$ cat src/rtl/lockout_timer.sv
// lockout_timer: counts consecutive wrong-password results and enforces a timed lockout
// Ports: clk/system_reset_n (async, active-low); correct_password, incorrect_password,
//   sleep are levels whose rising edges are events; lockout is high during a lockout,
//   end_sleep pulses one cycle when it ends; fail_count is the consecutive-failure
//   count; lock_level is the escalation level.
// Optional: define LOCKOUT_ESCALATE_EN to double the lockout length on each
//   successive lockout (1x, 2x, 4x, 4x ...); otherwise lock_level is tied to 0.
module lockout_timer #(
  parameter int MAX_FAILS   = 3,
  parameter int LOCK_CYCLES = 250000000,
  parameter int CNT_W       = 30
) (
  input  logic       clk,
  input  logic       system_reset_n,
  input  logic       correct_password,
  input  logic       incorrect_password,
  input  logic       sleep,
  output logic       lockout,
  output logic       end_sleep,
  output logic [3:0] fail_count,
  output logic [1:0] lock_level
);
  typedef enum logic [1:0] {IDLE, LOCKED, RELEASE} state_t;
  localparam logic [3:0]       MAX_FC = 4'(MAX_FAILS);
  localparam logic [CNT_W-1:0] BASE   = CNT_W'(LOCK_CYCLES);
  state_t           state_q, state_d;
  logic             corr_q, inc_q, slp_q;
  logic             corr_ev, inc_ev, slp_ev, enter;
  logic [3:0]       fail_count_q, fail_count_d;
  logic [CNT_W-1:0] cnt_q, cnt_d;
  logic             lockout_q, lockout_d, end_sleep_q, end_sleep_d;
  logic [1:0]       lvl_q;
  assign corr_ev = correct_password & ~corr_q;
  assign inc_ev  = incorrect_password & ~inc_q;
  assign slp_ev  = sleep & ~slp_q;
  always_comb begin
    state_d      = state_q;
    fail_count_d = fail_count_q;
    cnt_d        = cnt_q;
    enter        = 1'b0;
    unique case (state_q)
      IDLE: begin
        if (slp_ev) enter = 1'b1;
        else if (corr_ev) fail_count_d = 4'd0;
        else if (inc_ev) begin
          fail_count_d = fail_count_q + 4'd1;
          enter        = (fail_count_q + 4'd1) == MAX_FC;
        end
      end
      LOCKED: begin
        if (cnt_q == '0) begin
          state_d      = RELEASE;
          fail_count_d = 4'd0;
        end else cnt_d = cnt_q - CNT_W'(1);
      end
      RELEASE: begin
        state_d      = IDLE;
        fail_count_d = 4'd0;
      end
      default: state_d = IDLE;
    endcase
    // load uses the level in force before this entry's escalation
    if (enter) begin
      state_d = LOCKED;
      cnt_d   = (BASE << lvl_q) - CNT_W'(1);
    end
    lockout_d   = state_d == LOCKED;
    end_sleep_d = state_d == RELEASE;
  end
  always_ff @(posedge clk or negedge system_reset_n) begin
    if (!system_reset_n) begin
      state_q      <= IDLE;
      corr_q       <= 1'b0;
      inc_q        <= 1'b0;
      slp_q        <= 1'b0;
      fail_count_q <= 4'd0;
      cnt_q        <= '0;
      lockout_q    <= 1'b0;
      end_sleep_q  <= 1'b0;
    end else begin
      state_q      <= state_d;
      corr_q       <= correct_password;
      inc_q        <= incorrect_password;
      slp_q        <= sleep;
      fail_count_q <= fail_count_d;
      cnt_q        <= cnt_d;
      lockout_q    <= lockout_d;
      end_sleep_q  <= end_sleep_d;
    end
  end
`ifdef LOCKOUT_ESCALATE_EN
  logic [1:0] lvl_d;
  always_comb begin
    lvl_d = lvl_q;
    if (state_q == IDLE && !slp_ev && corr_ev) lvl_d = 2'd0;
    else if (enter && lvl_q != 2'd2) lvl_d = lvl_q + 2'd1;
  end
  always_ff @(posedge clk or negedge system_reset_n) begin
    if (!system_reset_n) lvl_q <= 2'd0;
    else lvl_q <= lvl_d;
  end
`else
  assign lvl_q = 2'd0;
`endif
  assign lockout    = lockout_q;
  assign end_sleep  = end_sleep_q;
  assign fail_count = fail_count_q;
  assign lock_level = lvl_q;
endmodule
$ cat config.mk
export PLATFORM = sky130hd
export DESIGN_NAME = lockout_timer
export DESIGN_NICKNAME = d
export VERILOG_FILES = /design/src/rtl/lockout_timer.sv
export SDC_FILE = /design/constraint.sdc
export NUM_CORES = 1
export LEC_CHECK = 0
export ABC_AREA = 1
export ABC_CLOCK_PERIOD_IN_PS = 3500
export BUFFER_PORTS_ARGS = -buffer_cell sky130_fd_sc_hd__clkbuf_2
export CAP_MARGIN = 0
export CORE_UTILIZATION = 60
export DETAILED_ROUTE_END_ITERATION = 16
export MAX_ROUTING_LAYER = met4
export PLACE_DENSITY = 0.78
export RECOVER_POWER = 25
export SYNTH_ARGS = -nofsm -noshare
export SYNTH_HDL_FRONTEND = slang
export SYNTH_SLANG_ARGS = --single-unit
$ cat constraint.sdc
create_clock -name clk -period 3.5 [get_ports clk]
set_clock_uncertainty 0.05 [all_clocks]
set_input_delay 0.7 -clock clk [delete_from_list [all_inputs] [get_ports clk]]
set_output_delay 0.7 -clock clk [all_outputs]
set_load 0.02 [all_outputs]
; ---- Yosys cells after proc, flatten, opt, wreduce, memory -nomap -nowiden
; Index checks and enable logic that the tools add are counted.
[word_totals]
reg_bits = 41
in_bits = 5
out_inout_bits = 8
word_cells = 46
[classes]
addsub = 2
eq_ne = 9
mux = 15
n_bitwise = 6
reduce_logical = 6
[op_table]
columns = op, count
row1 = two-way mux 30 bit, 3
row2 = zero test 30 bit, 1
row3 = subtractor 30 x 1 -> 30 bit (second input constant), 1
row4 = two-way mux 4 bit, 4
row5 = one-hot mux 4 bit (3 select lines), 1
row6 = != test 2 bit (second input constant), 3
row7 = adder 4 x 1 -> 4 bit (second input constant), 1
row8 = equality test 2 x 1 -> 1 bit (second input constant), 2
row9 = equality test 2 bit (second input constant), 2
row10 = equality test 4 x 2 -> 1 bit (second input constant), 1
row11 = two-way mux 1 bit, 4
row12 = two-way mux 2 bit, 2
row13 = one-hot mux 2 bit (2 select lines), 1
row14 = AND reduction 4 bit, 1
row15 = AND 1 bit, 3
row16 = != test 3 bit (second input constant), 1
row17 = NOT 1 bit, 3
row18 = nonzero test 3 bit, 1
row19 = zero test 2 bit, 1
row20 = AND reduction 2 bit, 1
row21 = nonzero test 2 bit, 1

; ---- Longest topological paths before layout
; Gate-level depths: netlist of run 1.
[depth]
ltp_word = 8
ltp_mapped = 13
depth_no_buf = 12

; ---- Least setup slack after synthesis of run 1
; OpenSTA, ideal clock, no wires.
[synth_timing]
path_kind = register -> register
start = register fail_count_q[0] (netlist: fail_count[0])
end = register cnt_q[9]
setup_time_ps = 117
arrival_time_ps = 1559
required_time_ps = 3333
path_slack_ps = 1774
path_stages_with_launch = 12
n_path_buf = 1
period_less_slack_ps = 1726
cell_sequence = dfrtp_1 > inv_1 > ha_1 > nand3_1 > nor2_1 > nand3_1 > nand2_1 > nand2_2 > buf_1 > nand2_1 > nand2_1 > nand2_1
[synth_via]
elab_chain_len = 8
word_cells_on_any_way = 10
classes_between = 1 x add/sub / 2 x eq/ne / 5 x mux / 2 x reduce/logical
[synth_rtl]
columns = element, line_no
row1 = start: declaration, 29  ; logic [3:0] fail_count_q, fail_count_d;
row2 = start signal: assignment, 85  ; fail_count_q <= fail_count_d;
row3 = adder 4 x 1 -> 4 bit (*), 47  ; enter = (fail_count_q + 4'd1) == MAX_FC;
row4 = equality test 4 x 2 -> 1 bit (*), 47
row5 = two-way mux 1 bit (*), 45  ; else if (inc_ev) begin
row6 = two-way mux 1 bit (*), 44  ; else if (corr_ev) fail_count_d = 4'd0;
row7 = two-way mux 1 bit (*), 43  ; if (slp_ev) enter = 1'b1;
row8 = two-way mux 1 bit (*), 41  ; unique case (state_q)
row9 = != test 2 bit (no source line) or nonzero test 2 bit (tied branches), -
row10 = AND reduction 2 bit (no source line), -
row11 = end signal: assignment, 86  ; cnt_q <= cnt_d;
row12 = end: declaration, 30  ; logic [CNT_W-1:0] cnt_q, cnt_d;
; Every way passes the cells marked *; elsewhere a longest branch is shown, timed or not.
; A chain may end at the register's enable or synchronous reset.

; ---- Final worst setup path of run 1
[layout_timing]
start = register fail_count_q[0] (netlist: fail_count[0])
end = register cnt_q[7]
; Same word-level chain as after synthesis.

==> summary.txt, run 1 <==
Placed design
  • Port-buffer cells: 10
  • Gpl congestion: 0.841
  • DP HPWL: 4.03 mm
  • DP Area: 2800 um^2

Global route
  • First-pass GRT wire length: 10.0 mm
  • All-Layer GR Usage: 26.5%
  • Vias in the first global route: 2274
  • Antenna violations before repair: 0
  • Largest net degree at the start of global routing: 42
  • GR Overflow Total: 0

Setup path
  • Flop-to-flop setup slack: 1.54 ns
  • Reg2reg end: cnt_q[7]
  • WP data arrival: 2.10 ns
  • Critical Path Max Stage Delay: 0.45 ns
  • Startpoint types: flop
  • Worst Reg-to-Reg Cells: 9
  • Worst path cell trace: ha_1 > xnor2_1 > nand3_1 > nand2_1 > nand2_2 > nand2_4 > clkinv_2 > nand2_1 > nand2_1
  • Crit path buf inv count: 1
  • Crit-path most repeated cell: nand2_1
  • Crit-path max FO: 20
  • Worst r2r src: fail_count[0]
  • CP Data Required Time: 3.64 ns
  • Critical path class: flop to flop
  • Crit path capture type: flop
  • Cell family contributing the most delay on the critical path: simple AND/OR/NAND/NOR gates
  • Slowest cell on the critical path: dfrtp_1

Pwr
  • Pwr Density: 291 nW/um^2
  • Logic pwr share: 1.9%
  • VDD IR-drop max: 0.216 mV
  • Switching power: 188 uW
  • Sw frac: 22.2%
  • LEAKAGE: 1.49 nW
  • Overall Power: 844 uW
  • Internal power: 656 uW
  • Clock power frac: 41.7%
  • Sequential power share: 56.4%

Clock tree
  • Hold_buf cts: 0
  • CTS Buf Count: 5
  • CTS tree: built
  • Buffer count from post-CTS setup fixing: 0
  • Clock Latency Late Sink: 0.30 ns
  • Clock buffer depth: 2
  • Clock sinks: 41
  • Worst-path clk slew: 0.08 ns
  • Resized cells post-CTS: 0
  • H-tree depth: 2
  • CTS root buf: clkbuf_8

Synthesis
  • Area contributors post-synth: dfrtp_1 (37%), nand2_1 (18%), nand3_1 (7.3%)
  • Post-synthesis mux area share: 0%
  • Compound-Gate Fraction of Synth Area: 3.37%
  • Register area share after synthesis: 37.4%
  • Xor-xnor portion of the synthesized cell area: 2.55%
  • Number of synthesis warnings: 0
  • Synthesized flop and latch total: 41
  • Post-Synthesis Cells: 403
  • Syn Area/Cell: 6.81 um^2
  • Synth area leader: dfrtp_1
  • Synth top area share: 37.4%
  • Largest family of logic cells by synthesized area: simple AND/OR/NAND/NOR gates
  • Cell area after synthesis: 2740 um^2
  • Simple-gate share of the synthesized area: 44.4%
  • Cell variety after synth: 32
  • Adder-cell share of the synthesized area: 3.19%

Floorplanning
  • Die area: 4850 um^2
  • Die height: 69.6 um
  • Core Region: 4380 um^2
  • Row count: 24
  • Starting Density: 62.6%
  • Top Ports: 13
  • Die X-Extent: 69.6 um

Job
  • Max cap viols: 0

STA
  • Setup violators final: 0
  • Worst-Margin Slew: 1.02 ns
  • Max frequency: 510 MHz
  • RSZ-0062 raised after global routing: no
  • Total negative slack: 0 ns
  • Worst slew margin: 31.9%
  • Crit share post-route: 56.0%
  • Hold Vio Cnt, Final: 0
  • Hold WS: 0.468 ns
  • Pins Over Slew Limit: 0
  • Min Clock Period, post-route: 1.96 ns

Cells and area
  • Finished Cell Area: 2900 um^2
  • Final net count: 423
  • Layout cells sized above 1: 11.2%
  • Final Util: 66.0%
  • N_diodes: 0
  • Area Growth Syn to Fin: 5.52%

Routing
  • DR iter-0 viols: 173
  • WL/cell: 12.4 um
  • Router iterations before antenna repair: 6
  • DRT antenna net count: 0
  • Vias/cell: 5.26
  • DR vias: 2441
  • DRC errors left: 0
  • Drt total wl: 5.74 mm

Worst hold path
  • Hold Crit Start: sleep
  • Hold worst-path end: slp_q
  • Worst Hold Class: input pin to flop
  • Hold Crit Depth: 1

Run status
  • Run status: finished clean
-- state kept, by name, indices dropped and copies added (netlist names) --
name and flops:
corr_q 1, lockout 1, slp_q 1, inc_q 1, end_sleep 1, fail_count 4, state_q 2, cnt_q 30
-- cells in the mapped netlist, drive strengths merged --
| cell type | count |
|---|---|
| a21o | 1 |
| a21oi | 3 |
| buf | 10 |
| clkbuf | 1 |
| clkinv | 2 |
| conb | 1 |
| dfrtp | 41 |
| ha | 7 |
| inv | 43 |
| nand2 | 142 |
| nand3 | 40 |
| nand3b | 1 |
| nand4 | 16 |
| nor2 | 60 |
| nor3 | 7 |
| o21ai | 8 |
| o21bai | 4 |
| or2 | 8 |
| xnor2 | 1 |
| xor2 | 7 |
-- worst reg2reg max path: cells and delay by family (launching register included) --
kind	cells	cell delay (ns)
xor+xnor	1	0.20
flops	1	0.45
fa+ha+maj	1	0.23
buf+inv	1	0.30
simple gates	6	0.64
-- final cells by class --
cell class / count / area (um^2)
Clock buffer: 7 / 96.3
Multi-Input combinational cell: 307 / 1480
Tap cell: 52 / 65.1
Clock inverter: 1 / 5.00
Timing Repair Buffer: 11 / 56.3
Inverter: 45 / 170
Sequential cell: 41 / 1030
Fill cell: 405 / 1490
-- cell families (layout without fill, tap and decap cells) --
| family | after synthesis | after routing |
|---|---|---|
| buffers and inverters | 56 | 64 |
| adder cells (fa/ha/maj) | 7 | 7 |
| AO/OA/AOI/OAI | 16 | 16 |
| other | 1 | 2 |
| flip-flops | 41 | 41 |
| XOR/XNOR | 8 | 8 |
| AND/OR/NAND/NOR | 274 | 274 |
-- worst max path at each step --
| stage | to | cells after the start | start | slack (ns) |
|---|---|---|---|---|
| 6_report | cnt_q[7] | 9 | fail_count[0] | 1.54 |
| 5_1_grt | cnt_q[18] | 9 | cnt_q[0] | 1.38 |
| 4_1_cts | cnt_q[7] | 9 | fail_count[0] | 1.51 |
| 3_5_place_dp | cnt_q[24] | 11 | correct_password | 1.43 |
| 3_3_place_gp | cnt_q[24] | 11 | correct_password | 1.51 |
| 2_1_floorplan | cnt_q[9] | 11 | fail_count[0] | 1.77 |
-- routing by layer --
layer / vias up / share of wire, % / track usage (%)
li1: 1281 / - / -
met1: 1109 / 45 / 32.7
met2: 41 / 51 / 44.4
met3: 10 / 3.1 / 4.65
met4: 0 / 1.4 / 8.44
met5: - / 0 / -
-- per-stage QoR --
| stage | setup WS, ns | instances |
|---|---|---|
| 3_5_place_dp | 1.43 | 456 |
| 6_report | 1.54 | 464 |
| 3_3_place_gp | 1.51 | 456 |
| 4_1_cts | 1.51 | 464 |
| 5_1_grt | 1.38 | 464 |
| 2_1_floorplan | 1.77 | 404 |
-- power groups by stage --
stage	Sequential [mW]	Combinational, mW	Clock [mW]
final	0.476	0.0163	0.352
after global routing	0.476	0.0198	0.368
after CTS	0.476	0.0174	0.356
after detailed placement	0.485	0.0173	0
after global placement	0.485	0.0171	0
after floorplan	0.485	0.00634	0
-- layout by cell type, fill, tap and decap left out, drive strengths merged --
cell      n
nand2   142
nor2     60
inv      43
dfrtp    41
nand3    40
clkbuf   17
nand4    16
or2       8
o21ai     8
xor2      7
ha        7
nor3      7
o21bai    4
a21oi     3
clkinv    3
conb      2
xnor2     1
nand3b    1
a21o      1
buf       1
Note: power is estimated with default switching activity, not from simulation.
==> run 2, diff against run 1 <==
ABC_AREA = 0   (was 1)
ABC_CLOCK_PERIOD_IN_PS = 2000   (was 3500)
PLACE_DENSITY = 0.79   (was 0.78)
clock period = 2 ns   (was 3.5 ns; I/O delays follow)
==> run 2 against run 1 <==
  * The run now fails in 5_1_grt
  * Area after synthesis decreased by 17%
  * Synthesized cell count is 40% lower
==> summary.txt, run 2 <==
Floorplanning
  • Top Ports: 13 (unchanged)
  • Row count: 22 (-8.3%)
  • Die X-Extent: 63.7 um (-8.5%)
  • Starting Density: 62.4% (-0.15 points)
  • Die height: 63.7 um (-8.5%)

Clock tree
  • CTS Buf Count: 5 (unchanged)
  • Hold_buf cts: 0 (unchanged)
  • Clock sinks: 41 (unchanged)
  • H-tree depth: 2 (unchanged)
  • CTS root buf: clkbuf_8
  • Clock buffer depth: 2 (unchanged)

Synthesis
  • Area contributors post-synth: dfrtp_1 (45%), ha_1 (3.8%), or3_1 (3.6%)
  • Cell area after synthesis: 2290 um^2 (-17%)
  • Synth area leader: dfrtp_1
  • Synth top area share: 44.9% (+7.5 points)
  • Synth cell count leaders: dfrtp_1 (41), nand2_1 (16), nor2_1 (14)
  • Cell variety after synth: 48 (+50%)
  • Top FF cell, synth: dfrtp_1
  • Count leader, synth: dfrtp_1
  • Synth async-reset ratio: 100% (unchanged)
  • Post-Synthesis Cells: 243 (-40%)
  • Number of synthesized flops with an enable pin: 0 (unchanged)
  • Register area share after synthesis: 44.9% (+7.5 points)
  • Number of synthesis warnings: 0 (unchanged)
  • Synthesized flop and latch total: 41 (unchanged)
  • Syn Area/Cell: 9.41 um^2 (+38%)

Run status
  • Run status: stopped before the end
  • Exit stage: 5_1_grt
  • Err: [ERROR DPL-0038] Utilization greater than 100%, impossible to legalize

Placed design
  • Placed insts: 363 (-20%)
  • DP Area: 2950 um^2 (+5.5%)
  • DP HPWL: 4.51 mm (+12%)
  • Port-buffer cells: 10 (unchanged)
  • Gpl congestion: 0.873 (+3.8%)

STA
  • Worst endpoint type: sequential cell input
  • Worst_ep grt: cnt_q[19]$_DFFE_PN0P_/D

Global route
  • Largest net degree at the start of global routing: 24
-- run 2: changes by cell type after synthesis, sizes merged, moves of 5 or more --
cell,previous run,this run
a21oi,3,9
nand4,16,4
buf,10,5
nand2,142,16
or3,0,13
nand3,40,11
or4,0,11
inv,43,6
nor4,0,8
nor2,60,14
o21ai,8,17
o31ai,0,8
-- run 2: logic make-up after synthesis --
family	Yosys count	share of synthesized area, %
simple gates	115	28.8
compound gates	55	16.0
flops	41	44.9
buf+inv	16	3.12
fa+ha+maj	7	3.83
xor+xnor	6	2.30
mux	2	0.876
other cells	1	0.164
-- run 2: per-stage QoR --
stage	hold WS, ns	setup slack, ns
after floorplan	0.0544	-0.558
after global placement	0.372	-0.464
after detailed placement	0.377	-0.542
after CTS	0.0643	-0.437
-- run 2: what timing repair did --
| item | 4_1_cts |
|---|---|
| gates cloned | 1 |
| resized for setup | 36 |
| setup endpoints to repair | 36 |
| buffers inserted | 14 |
| pin swaps | 18 |
==> run 3, diff against run 2 <==
CORE_UTILIZATION = 40   (was 60)
MAX_ROUTING_LAYER = not set   (was met4)
PLACE_DENSITY = not set   (was 0.79)
PLACE_DENSITY_LB_ADDON = 0.15   (was not set)
==> run 3 against run 2 <==
  * The flow now finishes, with violations (setup timing)
  * Area after synthesis is the same
  * Synthesized cell count is the same
==> summary.txt, run 3 <==
Run status
  • Run status: finished, violations left
  • Violated checks: setup timing

Job
  • Max cap viols: 0

Clock tree
  • Hold_buf cts: 0 (unchanged)
  • H-tree depth: 2 (unchanged)
  • CTS Buf Count: 5 (unchanged)
  • CTS root buf: clkbuf_8
  • Clock Latency Late Sink: 0.30 ns
  • Clock sinks: 41 (unchanged)
  • Worst-path clk slew: 0.08 ns
  • CTS tree: built
  • Clock buffer depth: 2 (unchanged)

Synthesis
  • Count leader, synth: dfrtp_1
  • Register area share after synthesis: 44.9% (unchanged)
  • Number of synthesized flops with an enable pin: 0 (unchanged)
  • Area contributors post-synth: dfrtp_1 (45%), ha_1 (3.8%), or3_1 (3.6%)
  • Syn Area/Cell: 9.41 um^2 (unchanged)
  • Cell variety after synth: 48 (unchanged)
  • Top FF cell, synth: dfrtp_1
  • Post-Synthesis Cells: 243 (unchanged)
  • Cell area after synthesis: 2290 um^2 (unchanged)
  • Synth top area share: 44.9% (unchanged)
  • Synth async-reset ratio: 100% (unchanged)
  • Number of synthesis warnings: 0 (unchanged)
  • Synth area leader: dfrtp_1
  • Synth cell count leaders: dfrtp_1 (41), nand2_1 (16), nor2_1 (14)
  • Synthesized flop and latch total: 41 (unchanged)

Floorplanning
  • Top Ports: 13 (unchanged)
  • Core Region: 5510 um^2
  • Die X-Extent: 77.6 um (+22%)
  • Starting Density: 41.5% (-21 points)
  • Die height: 77.6 um (+22%)
  • Row count: 27 (+23%)
  • Die area: 6020 um^2

STA
  • Max frequency: 408 MHz
  • Setup WS post-layout: -0.448 ns
  • Min Clock Period, post-route: 2.45 ns
  • Hold Vio Cnt, Final: 0
  • Crit share post-route: 122%
  • Setup violators final: 35
  • Hold WS: 0.168 ns
  • RSZ-0062 raised after global routing: yes
  • Pins Over Slew Limit: 0
  • Worst-Margin Slew: 1.03 ns
  • Worst slew margin: 31.5%

Setup path
  • Crit path capture type: flop
  • Crit-path max FO: 4
  • Slowest cell on the critical path: or4_4
  • Worst r2r src: cnt_q[4]
  • WP data arrival: 2.63 ns
  • Critical Path Max Stage Delay: 0.55 ns
  • Worst Setup SP: cnt_q[4]
  • Crit-path most repeated cell: or4_4
  • Worst path cell trace: or4_4 > or4_4 > a311o_1 > or4_1 > a21oi_2
  • CP Data Required Time: 2.18 ns
  • Startpoint types: flop
  • Critical path class: flop to flop

Cells and area
  • Commonest cells after routing, fill and taps aside: buf_4 (79), dfrtp_1 (41), nand2_1 (15), buf_6 (14), nor2_1 (13)
  • Finished Cell Area: 3630 um^2
  • Post-Layout Cell Count: 420
  • Max FFs per register: 30
  • Largest Register: cnt_q
  • N_diodes: 0
  • Area Growth Syn to Fin: 58.8%
  • Most common cell after layout, fill and taps aside: buf_4
  • Fill count: 435
  • Final net count: 359
  • Layout cells sized above 1: 50.6%

Placed design
  • Gpl congestion: 0.785 (-10%)
  • Placed insts: 394 (+8.5%)
  • DP Area: 3040 um^2 (+3.2%)
  • Port-buffer cells: 10 (unchanged)
  • DP HPWL: 4.21 mm (-6.6%)

Global route
  • Vias in the first global route: 2199
  • All-Layer GR Usage: 22.0%
  • GR Overflow Total: 0
  • First-pass GRT wire length: 10.4 mm
  • Largest net degree at the start of global routing: 42
  • Antenna violations before repair: 0

Pwr
  • Logic pwr share: 40.9%
  • Pwr Density: 722 nW/um^2
  • Switching power: 909 uW
  • Sequential power share: 37.0%
  • VDD IR-drop max: 0.680 mV
  • Overall Power: 2.62 mW
  • LEAKAGE: 1.48 nW
  • Internal power: 1.71 mW
  • Clock power frac: 22.1%
  • Sw frac: 34.7%

Routing
  • DR vias: 2318
  • DRC errors left: 0
  • Vias/cell: 5.52
  • DR iter-0 viols: 75
  • DRT antenna net count: 0
  • WL/cell: 15.3 um
  • Drt total wl: 6.44 mm
  • Router iterations before antenna repair: 4

Worst hold path
  • Hold Crit Start: incorrect_password
  • Worst Hold Class: input pin to flop
## run 3: cell counts after synthesis
No cell type changed its count.
## run 3: power by group through the flow
stage                     combinational, mW  sequential (mW)  clock [mW]
final                                  1.07            0.971       0.578
after global placement                0.822            0.973           0
after CTS                             0.926            0.965       0.594
after floorplan                       0.410             1.02           0
after detailed placement              0.839            0.974           0
after global routing                   1.16            0.981       0.618
## run 3: what timing repair did
action	CTS	global route
endpoints found under the hold margin	0	0
setup buffers	12	6
pin swaps	14	18
setup endpoints to repair	36	38
gates resized for setup	26	52
cloned	1	0
## run 3: logic make-up (layout without fill, tap and decap cells)
group | after synthesis | after routing | share of synthesized area, %
simple gates | 115 | 115 | 28.8
compound gates | 55 | 56 | 16.0
flops | 41 | 41 | 44.9
buf+inv | 16 | 119 | 3.12
fa+ha+maj | 7 | 7 | 3.83
xor+xnor | 6 | 6 | 2.30
mux | 2 | 2 | 0.876
other cells | 1 | 2 | 0.164
## run 3: path summary, 6_finish.rpt
path	to	slack, ns	cells past startpoint
worst max register to register	cnt_q[19]	-0.45	5
max in group asynchronous	state_q[0]	0.96	2
worst min-delay path	inc_q	0.17	1
worst max-delay path	cnt_q[19]	-0.45	5
worst min register to register	cnt_q[6]	0.54	2
min in group asynchronous	cnt_q[22]	0.30	2
## run 3: metrics by stage
stage / TNS, ns / worst slack [ns] / utilization (%)
final: -8.13 / -0.448 / 65.9
after global routing: -10.59 / -0.524 / 65.9
after CTS: -9.18 / -0.416 / 61.0
after detailed placement: -8.71 / -0.486 / 55.3
after global placement: -8.28 / -0.435 / 55.3
after floorplan: -6.45 / -0.558 / -
## run 3: worst max-delay path, delay by kind of cell, from the launching register on
kind / cells / cell delay [ns]
flops: 1 / 0.38
simple gates: 3 / 1.49
compound gates: 2 / 0.47
## run 3: layer usage
metal / routed length, um / up-vias / part of all wire [%] / track usage (%)
li1: - / 1130 / - / -
met1: 3080 / 1149 / 48 / 30.8
met2: 3130 / 34 / 49 / 35.4
met3: 199 / 5 / 3.1 / 3.41
met4: 37 / 0 / 0.57 / 6.04
met5: 0 / - / 0 / 0
## run 3: final cells by class
cell class	count	area, um^2	share of cell area [%]
Multi-Input combinational cell	188	1570	43.3
Tap cell	72	90.1	2.48
Clock buffer	6	82.6	2.27
Clock inverter	2	13.8	0.379
Inverter	6	22.5	0.620
Sequential cell	41	1030	28.3
Timing Repair Buffer	105	825	22.7
